File: src/rtl/alu_seq_pkg.sv
// Shared types for the ALU issue stage: operation encoding, NZCV flag
// positions and the command record that travels through the FIFO.
package alu_seq_pkg;

  localparam int unsigned ALU_W = 32;

  typedef enum logic [1:0] {
    OP_ADD = 2'b00,
    OP_SUB = 2'b01,
    OP_AND = 2'b10,
    OP_ORR = 2'b11
  } alu_op_t;

  // Bit positions inside a 4-bit {N,Z,C,V} flag vector.
  localparam int unsigned FLAG_N = 3;
  localparam int unsigned FLAG_Z = 2;
  localparam int unsigned FLAG_C = 1;
  localparam int unsigned FLAG_V = 0;

  typedef struct packed {
    alu_op_t          op;
    logic [ALU_W-1:0] a;
    logic [ALU_W-1:0] b;
    logic             chain;
    logic             setflags;
  } alu_cmd_t;

endpackage

File: src/rtl/alu_cmd_fifo.sv
// Synchronous command FIFO. A push is ignored when full and a pop when empty;
// pointers wrap modulo DEPTH (power of two).
module alu_cmd_fifo
  import alu_seq_pkg::*;
#(
  parameter  int unsigned DEPTH = 4,
  localparam int unsigned AW    = $clog2(DEPTH)
) (
  input  logic           clk_i,
  input  logic           reset_i,
  input  logic           push_i,
  input  alu_cmd_t       wdata_i,
  input  logic           pop_i,
  output alu_cmd_t       rdata_o,
  output logic           full_o,
  output logic           empty_o,
  output logic [AW:0]    count_o
);

  alu_cmd_t        mem_q [DEPTH];
  logic [AW-1:0]   wr_ptr_q, wr_ptr_d;
  logic [AW-1:0]   rd_ptr_q, rd_ptr_d;
  logic [AW:0]     count_q, count_d;
  logic            do_push;
  logic            do_pop;

  assign full_o  = (count_q == (AW+1)'(DEPTH));
  assign empty_o = (count_q == '0);
  assign count_o = count_q;
  assign rdata_o = mem_q[rd_ptr_q];

  assign do_push = push_i && !full_o;
  assign do_pop  = pop_i && !empty_o;

  always_comb begin
    wr_ptr_d = wr_ptr_q;
    rd_ptr_d = rd_ptr_q;
    count_d  = count_q;
    if (do_push) wr_ptr_d = wr_ptr_q + AW'(1);
    if (do_pop)  rd_ptr_d = rd_ptr_q + AW'(1);
    case ({do_push, do_pop})
      2'b10:   count_d = count_q + (AW+1)'(1);
      2'b01:   count_d = count_q - (AW+1)'(1);
      default: count_d = count_q;
    endcase
  end

  always_ff @(posedge clk_i) begin
    if (reset_i) begin
      wr_ptr_q <= '0;
      rd_ptr_q <= '0;
      count_q  <= '0;
    end else begin
      wr_ptr_q <= wr_ptr_d;
      rd_ptr_q <= rd_ptr_d;
      count_q  <= count_d;
    end
  end

  // Storage needs no reset: an entry is only read after it has been written.
  always_ff @(posedge clk_i) begin
    if (do_push) mem_q[wr_ptr_q] <= wdata_i;
  end

endmodule

File: src/rtl/alu_cmd_sequencer.sv
// Issue stage in front of the combinational 2-bit-control ALU: queues
// commands, drives the ALU from the FIFO head and registers each result.
module alu_cmd_sequencer
  import alu_seq_pkg::*;
#(
  parameter  int unsigned WIDTH = ALU_W,
  parameter  int unsigned DEPTH = 4,
  localparam int unsigned CW    = $clog2(DEPTH) + 1
) (
  input  logic             clk_i,
  input  logic             reset_i,
  input  logic             cmd_valid_i,
  output logic             cmd_ready_o,
  input  logic [1:0]       cmd_op_i,
  input  logic [WIDTH-1:0] cmd_a_i,
  input  logic [WIDTH-1:0] cmd_b_i,
  input  logic             cmd_chain_i,
  input  logic             cmd_setflags_i,
  output logic [WIDTH-1:0] alu_a_o,
  output logic [WIDTH-1:0] alu_b_o,
  output logic [1:0]       alu_ctrl_o,
  input  logic [WIDTH-1:0] alu_result_i,
  input  logic [3:0]       alu_flags_i,
  output logic             rsp_valid_o,
  input  logic             rsp_ready_i,
  output logic [WIDTH-1:0] rsp_result_o,
  output logic [3:0]       rsp_flags_o,
  output logic [3:0]       flags_q_o,
  output logic [CW-1:0]    fifo_count_o
);

  // Handshakes: a transfer happens on an edge where valid && ready; valid is
  // never withdrawn by this block once raised, and ready may depend on state only.
  alu_cmd_t        push_cmd;
  alu_cmd_t        head;
  logic            fifo_full;
  logic            fifo_empty;
  logic            issue;

  logic             rsp_valid_q, rsp_valid_d;
  logic [WIDTH-1:0] rsp_result_q, rsp_result_d;
  logic [3:0]       rsp_flags_q, rsp_flags_d;
  logic [3:0]       sticky_q, sticky_d;
  logic [WIDTH-1:0] last_result_q, last_result_d;

  assign push_cmd = '{op:       alu_op_t'(cmd_op_i),
                      a:        cmd_a_i,
                      b:        cmd_b_i,
                      chain:    cmd_chain_i,
                      setflags: cmd_setflags_i};

  alu_cmd_fifo #(.DEPTH(DEPTH)) u_fifo (
    .clk_i   (clk_i),
    .reset_i (reset_i),
    .push_i  (cmd_valid_i),
    .wdata_i (push_cmd),
    .pop_i   (issue),
    .rdata_o (head),
    .full_o  (fifo_full),
    .empty_o (fifo_empty),
    .count_o (fifo_count_o)
  );

  assign cmd_ready_o = !fifo_full;

  // The slot can take a new result when empty or when it drains this cycle.
  assign issue = !fifo_empty && (!rsp_valid_q || rsp_ready_i);

  always_comb begin
    alu_a_o    = '0;
    alu_b_o    = '0;
    alu_ctrl_o = OP_ADD;
    if (!fifo_empty) begin
      alu_a_o    = head.chain ? last_result_q : head.a;
      alu_b_o    = head.b;
      alu_ctrl_o = head.op;
    end
  end

  always_comb begin
    rsp_valid_d   = rsp_valid_q;
    rsp_result_d  = rsp_result_q;
    rsp_flags_d   = rsp_flags_q;
    sticky_d      = sticky_q;
    last_result_d = last_result_q;
    if (issue) begin
      rsp_valid_d   = 1'b1;
      rsp_result_d  = alu_result_i;
      rsp_flags_d   = alu_flags_i;
      last_result_d = alu_result_i;
      if (head.setflags) sticky_d = alu_flags_i;
    end else if (rsp_valid_q && rsp_ready_i) begin
      rsp_valid_d = 1'b0;
    end
  end

  always_ff @(posedge clk_i) begin
    if (reset_i) begin
      rsp_valid_q   <= 1'b0;
      rsp_result_q  <= '0;
      rsp_flags_q   <= '0;
      sticky_q      <= '0;
      last_result_q <= '0;
    end else begin
      rsp_valid_q   <= rsp_valid_d;
      rsp_result_q  <= rsp_result_d;
      rsp_flags_q   <= rsp_flags_d;
      sticky_q      <= sticky_d;
      last_result_q <= last_result_d;
    end
  end

  assign rsp_valid_o  = rsp_valid_q;
  assign rsp_result_o = rsp_result_q;
  assign rsp_flags_o  = rsp_flags_q;
  assign flags_q_o    = sticky_q;

endmodule

File: config.mk
export PLATFORM = sky130hd
export DESIGN_NAME = alu_cmd_sequencer
export DESIGN_NICKNAME = d
export VERILOG_FILES = /design/src/rtl/alu_seq_pkg.sv /design/src/rtl/alu_cmd_fifo.sv /design/src/rtl/alu_cmd_sequencer.sv
export SDC_FILE = /design/constraint.sdc
export NUM_CORES = 1
export LEC_CHECK = 0
export ABC_AREA = 1
export ABC_CLOCK_PERIOD_IN_PS = 3600
export BUFFER_PORTS_ARGS = -buffer_cell sky130_fd_sc_hd__buf_2
export CAP_MARGIN = 20
export CORE_ASPECT_RATIO = 1.75
export CORE_MARGIN = 4
export CORE_UTILIZATION = 51
export DETAILED_ROUTE_END_ITERATION = 16
export GPL_TIMING_DRIVEN = 0
export MAX_ROUTING_LAYER = met4
export PLACE_DENSITY = 0.76
export SLEW_MARGIN = 20
export SYNTH_ARGS = -nofsm -noshare
export SYNTH_HDL_FRONTEND = slang
export SYNTH_SLANG_ARGS = --single-unit
File: constraint.sdc
create_clock -name clk_i -period 3.6 [get_ports clk_i]
set_clock_uncertainty 0.05 [all_clocks]
set_input_delay 0.18 -clock clk_i [delete_from_list [all_inputs] [get_ports clk_i]]
set_output_delay 0.18 -clock clk_i [all_outputs]
set_load 0.03 [all_outputs]
==> results.py <==
metrics = {
    "timing": {
        "worstMarginPinSlew_ns": 0.717,
        "hold_viol_final": 0,
        "finalMaxSlewViolations": 0,
        "rsz0062_at_grt": "no",
        "finalSetupViolCount": 0,
        "fin_crit_sh": 0.802,
        "slew_headroom": 0.521,
        "fmax_mhz": 346,
        "fin_tns_setup_ns": 0,
        "period_minus_slack_ns": 2.89,
    },
    "setup_path": {
        "cp.arrival_ns": 2.66,
        "cp-start-kind": "register",
        "crit_start": "u_fifo.count_o[0]$_SDFFE_PP0P_",
        "r2r_cells": 6,
        "r2r-end": "u_fifo.mem_q[1][38]$_DFFE_PP_",
        "worst_ep_required_time_ns": 3.37,
        "reg2reg_from": "u_fifo.count_o[0]$_SDFFE_PP0P_",
        "cp_max_fo": 10,
        "r2r_slack_ns": 1.28,
        "crit_type": "reg2out",
        "critical_path.endpoint": "alu_b_o[2]",
        "endpoint_kind": "primary output",
    },
    "placement": {
        "dp_cells": 1700,
        "port_buffers": 218,
        "place_hpwl_um": 22500,
        "place.gp.congestion": 0.854,
    },
    "hold_path": {
        "hold_path.class": "in2reg",
    },
    "global_routing": {
        "grt_max_degree": 25,
        "antenna_found_initial": 2,
        "grt_pass1_wl_um": 51400,
        "grt_pass1_vias": 10000,
        "grt_overflow_total": 0,
        "grt_usage": 0.243,
    },
    "layout": {
        "postLayoutCoreUtil": 0.674,
        "syn_to_final_growth_pct": 29.7,
        "layout_common_cells": "413 x nor2_1, 272 x edfxtp_1, 231 x buf_2",
        "drive_gt1_frac": 0.209,
        "final_cell_count_no_fill": 1861,
        "layout_commonest_cell": "nor2_1",
        "final_nets": 1639,
    },
    "clocking": {
        "htreeDepth": 1,
        "clk_pin_slew_ns": 0.07,
        "postCtsSetupBuffers": 0,
        "cts.sinks": 322,
        "clk_latency_ns": 0.54,
        "cts_hold_buf": 107,
        "max-clock-path-buffers": 3,
        "ctsResizeCount": 0,
        "numCtsBuffers": 28,
        "root_buffer": "clkbuf_16",
        "cts_tree": "built",
    },
    "floorplanning": {
        "io_pins": 219,
        "fp.dieW_um": 128,
        "die_h_um": 218,
        "core_sq_mm": 0.0247,
        "start_util": 0.520,
        "fp-row-count": 76,
        "fp.dieArea_sq_mm": 0.0279,
    },
    "run_status": {
        "outcome": "completed",
    },
    "synth": {
        "ys_seq_area_frac": 0.713,
        "yosysUniqueCellTypes": 22,
        "synth_seq_cells": 322,
        "synth_area_sq_mm": 0.0129,
        "syn_inst": 1157,
        "synth_area_per_cell_sq_um": 11.1,
        "syn_nets": 1271,
        "yosys_warnings": 0,
    },
    "route": {
        "viasPerCell": 5.21,
        "dr.pass1.iters": 5,
        "drtIter0Drc": 652,
        "drt.antenna.violating_nets": 0,
        "num_vias": 9687,
        "wirelength_um": 33300,
        "wl_per_cell_um": 17.9,
        "drc": 0,
    },
    "job": {
        "drv_cap": 0,
    },
    "pwr": {
        "switchingPower_mw": 6.32,
        "pwr-share-clk": 0.200,
        "internal-power_mw": 8.21,
        "peakVddDrop_mv": 0.629,
        "powerDensity_mw_per_mm2": 872,
        "combinationalPowerShare": 0.467,
        "pwr-share-seq": 0.334,
        "p_sw_frac": 0.435,
        "p_leak_nw": 6.59,
    },
}
-- power by group through the flow --
stage | combinational, mW | clock, mW | sequential (mW)
4_1_cts | 6.80 | 2.96 | 4.84
2_1_floorplan | 4.07 | 0 | 5.34
3_3_place_gp | 6.45 | 0 | 4.96
5_1_grt | 7.38 | 3.10 | 4.89
6_report | 6.78 | 2.90 | 4.85
3_5_place_dp | 6.66 | 0 | 4.92
-- how the worst min path moves through the flow --
stage	start	end	slack (ns)	cells after the start
3_5_place_dp	cmd_a_i[10]	u_fifo.mem_q[3][44]$_DFFE_PP_	0.35	1
4_1_cts	cmd_valid_i	u_fifo.wr_ptr_q[0]$_SDFFE_PP0P_	0.21	3
6_report	cmd_valid_i	u_fifo.wr_ptr_q[0]$_SDFFE_PP0P_	0.24	3
3_3_place_gp	cmd_a_i[12]	u_fifo.mem_q[3][46]$_DFFE_PP_	0.34	1
5_1_grt	cmd_valid_i	u_fifo.wr_ptr_q[1]$_SDFFE_PP0P_	0.29	3
2_1_floorplan	reset_i	rsp_flags_o[0]$_SDFFE_PP0P_	0.21	1
-- flip-flops by register name, summed over array words and instances (netlist names), named ones only --
name and flops:
u_fifo.mem_q 272, last_result_q 32, flags_q_o 4, rsp_flags_o 4
u_fifo.count_o 3, u_fifo.rd_ptr_q 2, u_fifo.wr_ptr_q 2, rsp_valid_o 1
-- kinds of logic (layout without fill, tap and decap cells) --
kind of cell,count (synthesis),in the layout,synth area share
buffers and inverters,92,482,0.0400
DFF,322,322,0.713
adders and majority gates,6,6,0.00642
other,0,2,0
AOI/OAI and AO/OA,240,240,0.0934
and+or+nand+nor,497,497,0.147
-- layer usage --
metal / wire length, um / GRT usage / up-vias
li1: - / - / 4693
met1: 12000 / 0.251 / 4543
met2: 18400 / 0.463 / 366
met3: 1740 / 0.0260 / 85
met4: 1170 / 0.0935 / 0
met5: 0 / - / -
-- layout make-up --
type                    count  area, sq um
well taps                 312          390
plain buffers              69          425
diodes                      2         5.00
fillers                  1817         8050
inverters                  23         88.8
flip-flops and latches    322         9170
repair buffers            338         2500
clock inverters            16          140
multi-input cells         743         3210
clock buffers              36          752
-- worst max-delay path, stage by stage (launching register included) --
cell      delay [ns]
dfxtp_1         0.41
nor2_2          0.08
nand2_2         0.21
clkinv_1        0.49
buf_1           0.39
a21oi_1         0.28
buf_2           0.24
-- Yosys cell counts, drive strengths merged --
cell type / count / share of area
o21ai: 201 / 0.078
edfxtp: 272 / 0.64
nand2: 67 / 0.020
fa: 1 / 0.0016
a21oi: 39 / 0.015
clkbuf: 25 / 0.0073
nand3: 7 / 0.0027
buf: 44 / 0.026
inv: 22 / 0.0066
nor2: 419 / 0.12
dfxtp: 50 / 0.078
clkinv: 1 / 0.00029
nor3: 4 / 0.0016
ha: 5 / 0.0049
-- metrics by stage --
stage	cell area, sq um	power [mW]	setup WS [ns]	hold slack (ns)
finish	16700	14.5	0.713	0.235
global route	16700	15.4	0.609	0.293
CTS	16700	14.6	0.673	0.211
detailed placement	14700	11.6	1.26	0.345
global placement	14300	11.4	-2.82	0.339
floorplan	12900	9.41	-0.942	0.209
Power figures use the tool's default switching activity.
